<file path="src/rtl/fifo_uart_tx.sv">
// fifo_uart_tx: pops words from a show-ahead FIFO and serialises them LSB first as UART frames.
// Define FIFO_UART_TX_PARITY_EN to insert an even-parity bit between the data bits and the stop bit.
module fifo_uart_tx #(
   parameter int NB_WORD     = 8,
   parameter int N_TICK_BIT  = 16,
   parameter int N_TICK_STOP = 16
) (
   input  logic               i_clk,
   input  logic               i_rst,
   input  logic               i_tick,
   input  logic [NB_WORD-1:0] i_fifo_data,
   input  logic               i_fifo_empty,
   output logic               o_fifo_read,
   output logic               o_tx,
   output logic               o_tx_busy,
   output logic               o_tx_done
);

   localparam int N_TICK_MAX = (N_TICK_BIT > N_TICK_STOP) ? N_TICK_BIT : N_TICK_STOP;
   localparam int TW = $clog2(N_TICK_MAX + 1);
   localparam int BW = $clog2(NB_WORD + 1);
   localparam logic [TW-1:0] TICK_BIT_LAST  = TW'(N_TICK_BIT - 1);
   localparam logic [TW-1:0] TICK_STOP_LAST = TW'(N_TICK_STOP - 1);
   localparam logic [BW-1:0] BIT_LAST       = BW'(NB_WORD - 1);

`ifdef FIFO_UART_TX_PARITY_EN
   typedef enum logic [2:0] {
      ST_IDLE   = 3'd0,
      ST_START  = 3'd1,
      ST_DATA   = 3'd2,
      ST_PARITY = 3'd3,
      ST_STOP   = 3'd4
   } state_t;

   function automatic logic even_parity(input logic [NB_WORD-1:0] word);
      even_parity = ^word;
   endfunction

   logic parity_q, parity_d;
`else
   typedef enum logic [2:0] {
      ST_IDLE  = 3'd0,
      ST_START = 3'd1,
      ST_DATA  = 3'd2,
      ST_STOP  = 3'd4
   } state_t;
`endif

   state_t               state_q, state_d;
   logic [TW-1:0]        tick_q, tick_d;
   logic [BW-1:0]        bit_q, bit_d;
   logic [NB_WORD-1:0]   shift_q, shift_d;
   logic                 tx_q, tx_d;
   logic                 read_q, read_d;
   logic                 busy_q, busy_d;
   logic                 done_q, done_d;
   logic                 tick_last_s;
   logic                 step_s;

   // State, counters, shift register and registered outputs.
   always_ff @(posedge i_clk or posedge i_rst) begin
      if (i_rst) begin
         state_q  <= ST_IDLE;
         tick_q   <= {TW{1'b0}};
         bit_q    <= {BW{1'b0}};
         shift_q  <= {NB_WORD{1'b0}};
         tx_q     <= 1'b1;
         read_q   <= 1'b0;
         busy_q   <= 1'b0;
         done_q   <= 1'b0;
`ifdef FIFO_UART_TX_PARITY_EN
         parity_q <= 1'b0;
`endif
      end else begin
         state_q  <= state_d;
         tick_q   <= tick_d;
         bit_q    <= bit_d;
         shift_q  <= shift_d;
         tx_q     <= tx_d;
         read_q   <= read_d;
         busy_q   <= busy_d;
         done_q   <= done_d;
`ifdef FIFO_UART_TX_PARITY_EN
         parity_q <= parity_d;
`endif
      end
   end

   // Next-state logic; output values are computed for the state being entered.
   always_comb begin
      state_d  = state_q;
      bit_d    = bit_q;
      shift_d  = shift_q;
      tx_d     = tx_q;
      read_d   = 1'b0;
      busy_d   = busy_q;
      done_d   = 1'b0;
`ifdef FIFO_UART_TX_PARITY_EN
      parity_d = parity_q;
`endif
      tick_last_s = (state_q == ST_STOP) ? (tick_q == TICK_STOP_LAST) : (tick_q == TICK_BIT_LAST);
      step_s      = i_tick && tick_last_s;
      if (i_tick) begin
         tick_d = tick_last_s ? {TW{1'b0}} : tick_q + TW'(1);
      end else begin
         tick_d = tick_q;
      end

      case (state_q)
         ST_IDLE: begin
            tick_d = {TW{1'b0}};
            bit_d  = {BW{1'b0}};
            tx_d   = 1'b1;
            // The o_tx_done cycle counts as the idle gap, so no pop is taken in it.
            if (!i_fifo_empty && !done_q) begin
               shift_d  = i_fifo_data;
               read_d   = 1'b1;
               busy_d   = 1'b1;
               tx_d     = 1'b0;
               state_d  = ST_START;
`ifdef FIFO_UART_TX_PARITY_EN
               parity_d = even_parity(i_fifo_data);
`endif
            end else begin
               busy_d = 1'b0;
            end
         end
         ST_START: begin
            if (step_s) begin
               state_d = ST_DATA;
               tx_d    = shift_q[0];
            end else begin
               state_d = ST_START;
            end
         end
         ST_DATA: begin
            if (step_s) begin
               shift_d = shift_q >> 1;
               if (bit_q == BIT_LAST) begin
                  bit_d   = {BW{1'b0}};
`ifdef FIFO_UART_TX_PARITY_EN
                  state_d = ST_PARITY;
                  tx_d    = parity_q;
`else
                  state_d = ST_STOP;
                  tx_d    = 1'b1;
`endif
               end else begin
                  bit_d = bit_q + BW'(1);
                  tx_d  = shift_d[0];
               end
            end else begin
               state_d = ST_DATA;
            end
         end
`ifdef FIFO_UART_TX_PARITY_EN
         ST_PARITY: begin
            if (step_s) begin
               state_d = ST_STOP;
               tx_d    = 1'b1;
            end else begin
               state_d = ST_PARITY;
            end
         end
`endif
         ST_STOP: begin
            if (step_s) begin
               state_d = ST_IDLE;
               tx_d    = 1'b1;
               done_d  = 1'b1;
            end else begin
               state_d = ST_STOP;
            end
         end
         default: begin
            state_d = ST_IDLE;
            tick_d  = {TW{1'b0}};
            bit_d   = {BW{1'b0}};
            tx_d    = 1'b1;
            busy_d  = 1'b0;
         end
      endcase
   end

   assign o_fifo_read = read_q;
   assign o_tx        = tx_q;
   assign o_tx_busy   = busy_q;
   assign o_tx_done   = done_q;

endmodule

</file>
<file path="config.mk">
export PLATFORM = sky130hd
export DESIGN_NAME = fifo_uart_tx
export DESIGN_NICKNAME = d
export VERILOG_FILES = /design/src/rtl/fifo_uart_tx.sv
export SDC_FILE = /design/constraint.sdc
export NUM_CORES = 1
export LEC_CHECK = 0
export CORE_MARGIN = 4
export CORE_UTILIZATION = 50
export CTS_BUF_LIST = sky130_fd_sc_hd__clkbuf_8 sky130_fd_sc_hd__clkbuf_16
export DETAILED_ROUTE_END_ITERATION = 8
export PLACE_DENSITY = 0.84
export REMOVE_ABC_BUFFERS = 1
export SYNTH_ARGS = -nofsm -noshare
export SYNTH_HDL_FRONTEND = slang
export SYNTH_SLANG_ARGS = --single-unit
</file>
<file path="constraint.sdc">
create_clock -name i_clk -period 4.8 [get_ports i_clk]
set_input_delay 0.48 -clock i_clk [delete_from_list [all_inputs] [get_ports i_clk]]
set_output_delay 0.48 -clock i_clk [all_outputs]
set_load 0.005 [all_outputs]
</file>
==> impl_metrics.tcl <==
set metrics [dict create \
    cpLargestDelayFamily "flip-flops" \
    max-clock-path-buffers 2 \
    rows 17 \
    r2r_cells 4 \
    cp.depth 4 \
    synth_warnings 0 \
    synth_top_area_share 0.4563 \
    synthFlopType "dfrtp_1" \
    yosysSeqAreaShare 0.4772 \
    grt_busiest_layer "met2" \
    maxSlewViolCount 0 \
    dp_hpwl_um 1754 \
    finalClockSkew_ps 6.691 \
    cts.sinks 24 \
    finalSetupTns_ps 0 \
    worst_slew_pin_slew_ps 905.7 \
    gp_congestion 0.8682 \
    finalInstanceArea_um2 1481 \
    start_util 0.5490 \
    cp_slowest_cell "dfrtp_1" \
    via_per_inst 5.735 \
    required_ps 4950 \
    path_class "flip-flop to flip-flop" \
    tritoncts "done" \
    avgSynthCellArea_um2 11.26 \
    antenna_found_initial 0 \
    min_period_over_period 0.4010 \
    use_met3 0.04677 \
    slew-limit-headroom 0.3955 \
    core_um2 2297 \
    clkTransAtPathRegs_ps 90 \
    drive_gt1_frac 0.2205 \
    max_stage_delay_ps 790 \
    fin_ws_ps 2875 \
    ctsHtreeMaxLevel 1 \
    grt_use_met2 0.2839 \
    final_nets 142 \
    placed_cells 151 \
    cts.root.buffer_cell "clkbuf_8" \
    maxCapViolCount 0 \
    synth_edf_count 0 \
    die_y_um 58.23 \
    powerDensity_nw_per_um2 432.7 \
    pre_cts_slack_ps 2638 \
    min_path_type "flip-flop to flip-flop" \
    wl_um 2477 \
    place_area_um2 1426 \
    yosysTopAreaCell "dfrtp_1" \
    cp_max_fo 21 \
    whs_ps 482.7 \
    holdPathStages 1 \
    critPathArrivalTime_ps 2080 \
    rsz0062_at_grt "no" \
    use_met1 0.2020 \
    ys_ff_latch 24 \
    path_buf_inv 0 \
    fp.dieW_um 58.23 \
    dieArea_um2 3390 \
    grt_pass1_vias 952 \
    port_buffers 15 \
    cts-buffers-inserted 3 \
    ys_top_cells_by_area "dfrtp_1, mux2_2, nor2_1" \
    grtUsageTotal 0.1644 \
    postCtsResizedCells 0 \
    cp-end-kind "flip-flop" \
    overflow 0 \
    synthArstFlopShare 1.000 \
    crit_path_start_kind "flip-flop" \
    postCtsSetupBuffers 0 \
    synthDistinctLibCells 38 \
    path_cells "nor2_1 > and3_1 > a21oi_4 > mux2_2" \
    syn_to_final_growth_pct 17.46 \
    ant_nets 0 \
    ir_drop_mv 0.2670 \
    max_freq_mhz 519.5 \
    insertion_delay_ps 270 \
    period_minus_slack_ps 1925 \
    setup_viol 0 \
    final_cell_count_no_fill 155 \
    cts.hold.buffers_added 0 \
    layout_common_cells "dfrtp_1, mux2_2, clkdlybuf4s50_1, nor2_1, nand2_1" \
    leakagePower_nw 0.6280 \
    dr.pass1.iters 4 \
    drc 0 \
    grt_start_max_net_pins 25 \
    status "complete, no violations" \
    dr_total_vias 889 \
    synthCells 112 \
    final_common_cell "dfrtp_1" \
    n_antenna_cell 0 \
    grt_pass1_wl_um 4257 \
    wl_per_cell_um 15.98 \
    hold_viol_final 0 \
    drtIter0Drc 12 \
    io_pins 16 \
    syn_area_um2 1261 \
]
-- cells by family after synthesis --
kind of cell	after synthesis	synth area share
buffers and inverters	8	0.02777
multiplexers	18	0.1597
flip-flops	24	0.4772
AO/OA/AOI/OAI	20	0.1200
XOR/XNOR	5	0.03473
AND/OR/NAND/NOR	35	0.1607
adder cells (fa/ha/maj)	2	0.01984
-- state kept, by name, summed over array words and instances, names as in the netlist --
name / flops
bit_q: 4
o_tx_busy: 1
tick_q: 5
o_tx: 1
o_fifo_read: 1
shift_q: 8
state_q: 3
o_tx_done: 1
-- cell type report --
cell class	instances	area [um2]
fillers	192	815.8
multi-input cells	80	624.3
flip-flops and latches	24	601.8
repair buffers	15	150.1
clock buffers	4	55.05
well taps	28	35.03
inverters	4	15.01
-- through the flow --
stage	power (mW)	utilization
after floorplan	0.4383	-
after global placement	0.4894	0.6209
after detailed placement	0.5055	0.6209
after CTS	0.6443	0.6449
after global routing	0.6809	0.6449
final	0.6410	0.6449
-- per-layer routing --
metal / vias up / wire, um
met5: - / 0
met3: 4 / 129
met4: 0 / 34
met1: 422 / 1028
met2: 24 / 1285
li1: 439 / -
-- synthesized netlist by cell type (all sizes together), types with 2 or more instances --
cell    instances
nand2b          2
and3            2
nand2           6
a21o            2
nand4           4
mux2           17
o311ai          2
nor3            2
inv             4
buf             4
a22o            2
xnor2           2
nor2b           3
o21ai           4
nor2           10
ha              2
a21oi           5
xor2            3
dfrtp          23
-- where the power goes --
group / switching (mW) / total (mW) / internal (mW)
logic: 0.0762 / 0.183 / 0.107
registers: 0.0507 / 0.318 / 0.267
clock network: 0.0665 / 0.140 / 0.0733
-- final timing paths --
kind	from	endpoint	slack, ps
worst max register to register	state_q[1]$_DFFE_PP0P_	shift_q[6]$_DFFE_PP0P_	2880
worst min register to register	o_tx_busy$_DFFE_PP0N_	o_tx_busy$_DFFE_PP0N_	480
min in group asynchronous	i_rst	tick_q[2]$_DFFE_PP0P_	700
max in group asynchronous	i_rst	shift_q[6]$_DFFE_PP0P_	3540
worst max-delay path	state_q[1]$_DFFE_PP0P_	shift_q[6]$_DFFE_PP0P_	2880
worst min-delay path	o_tx_busy$_DFFE_PP0N_	o_tx_busy$_DFFE_PP0N_	480
Power figures use the tool's default switching activity.
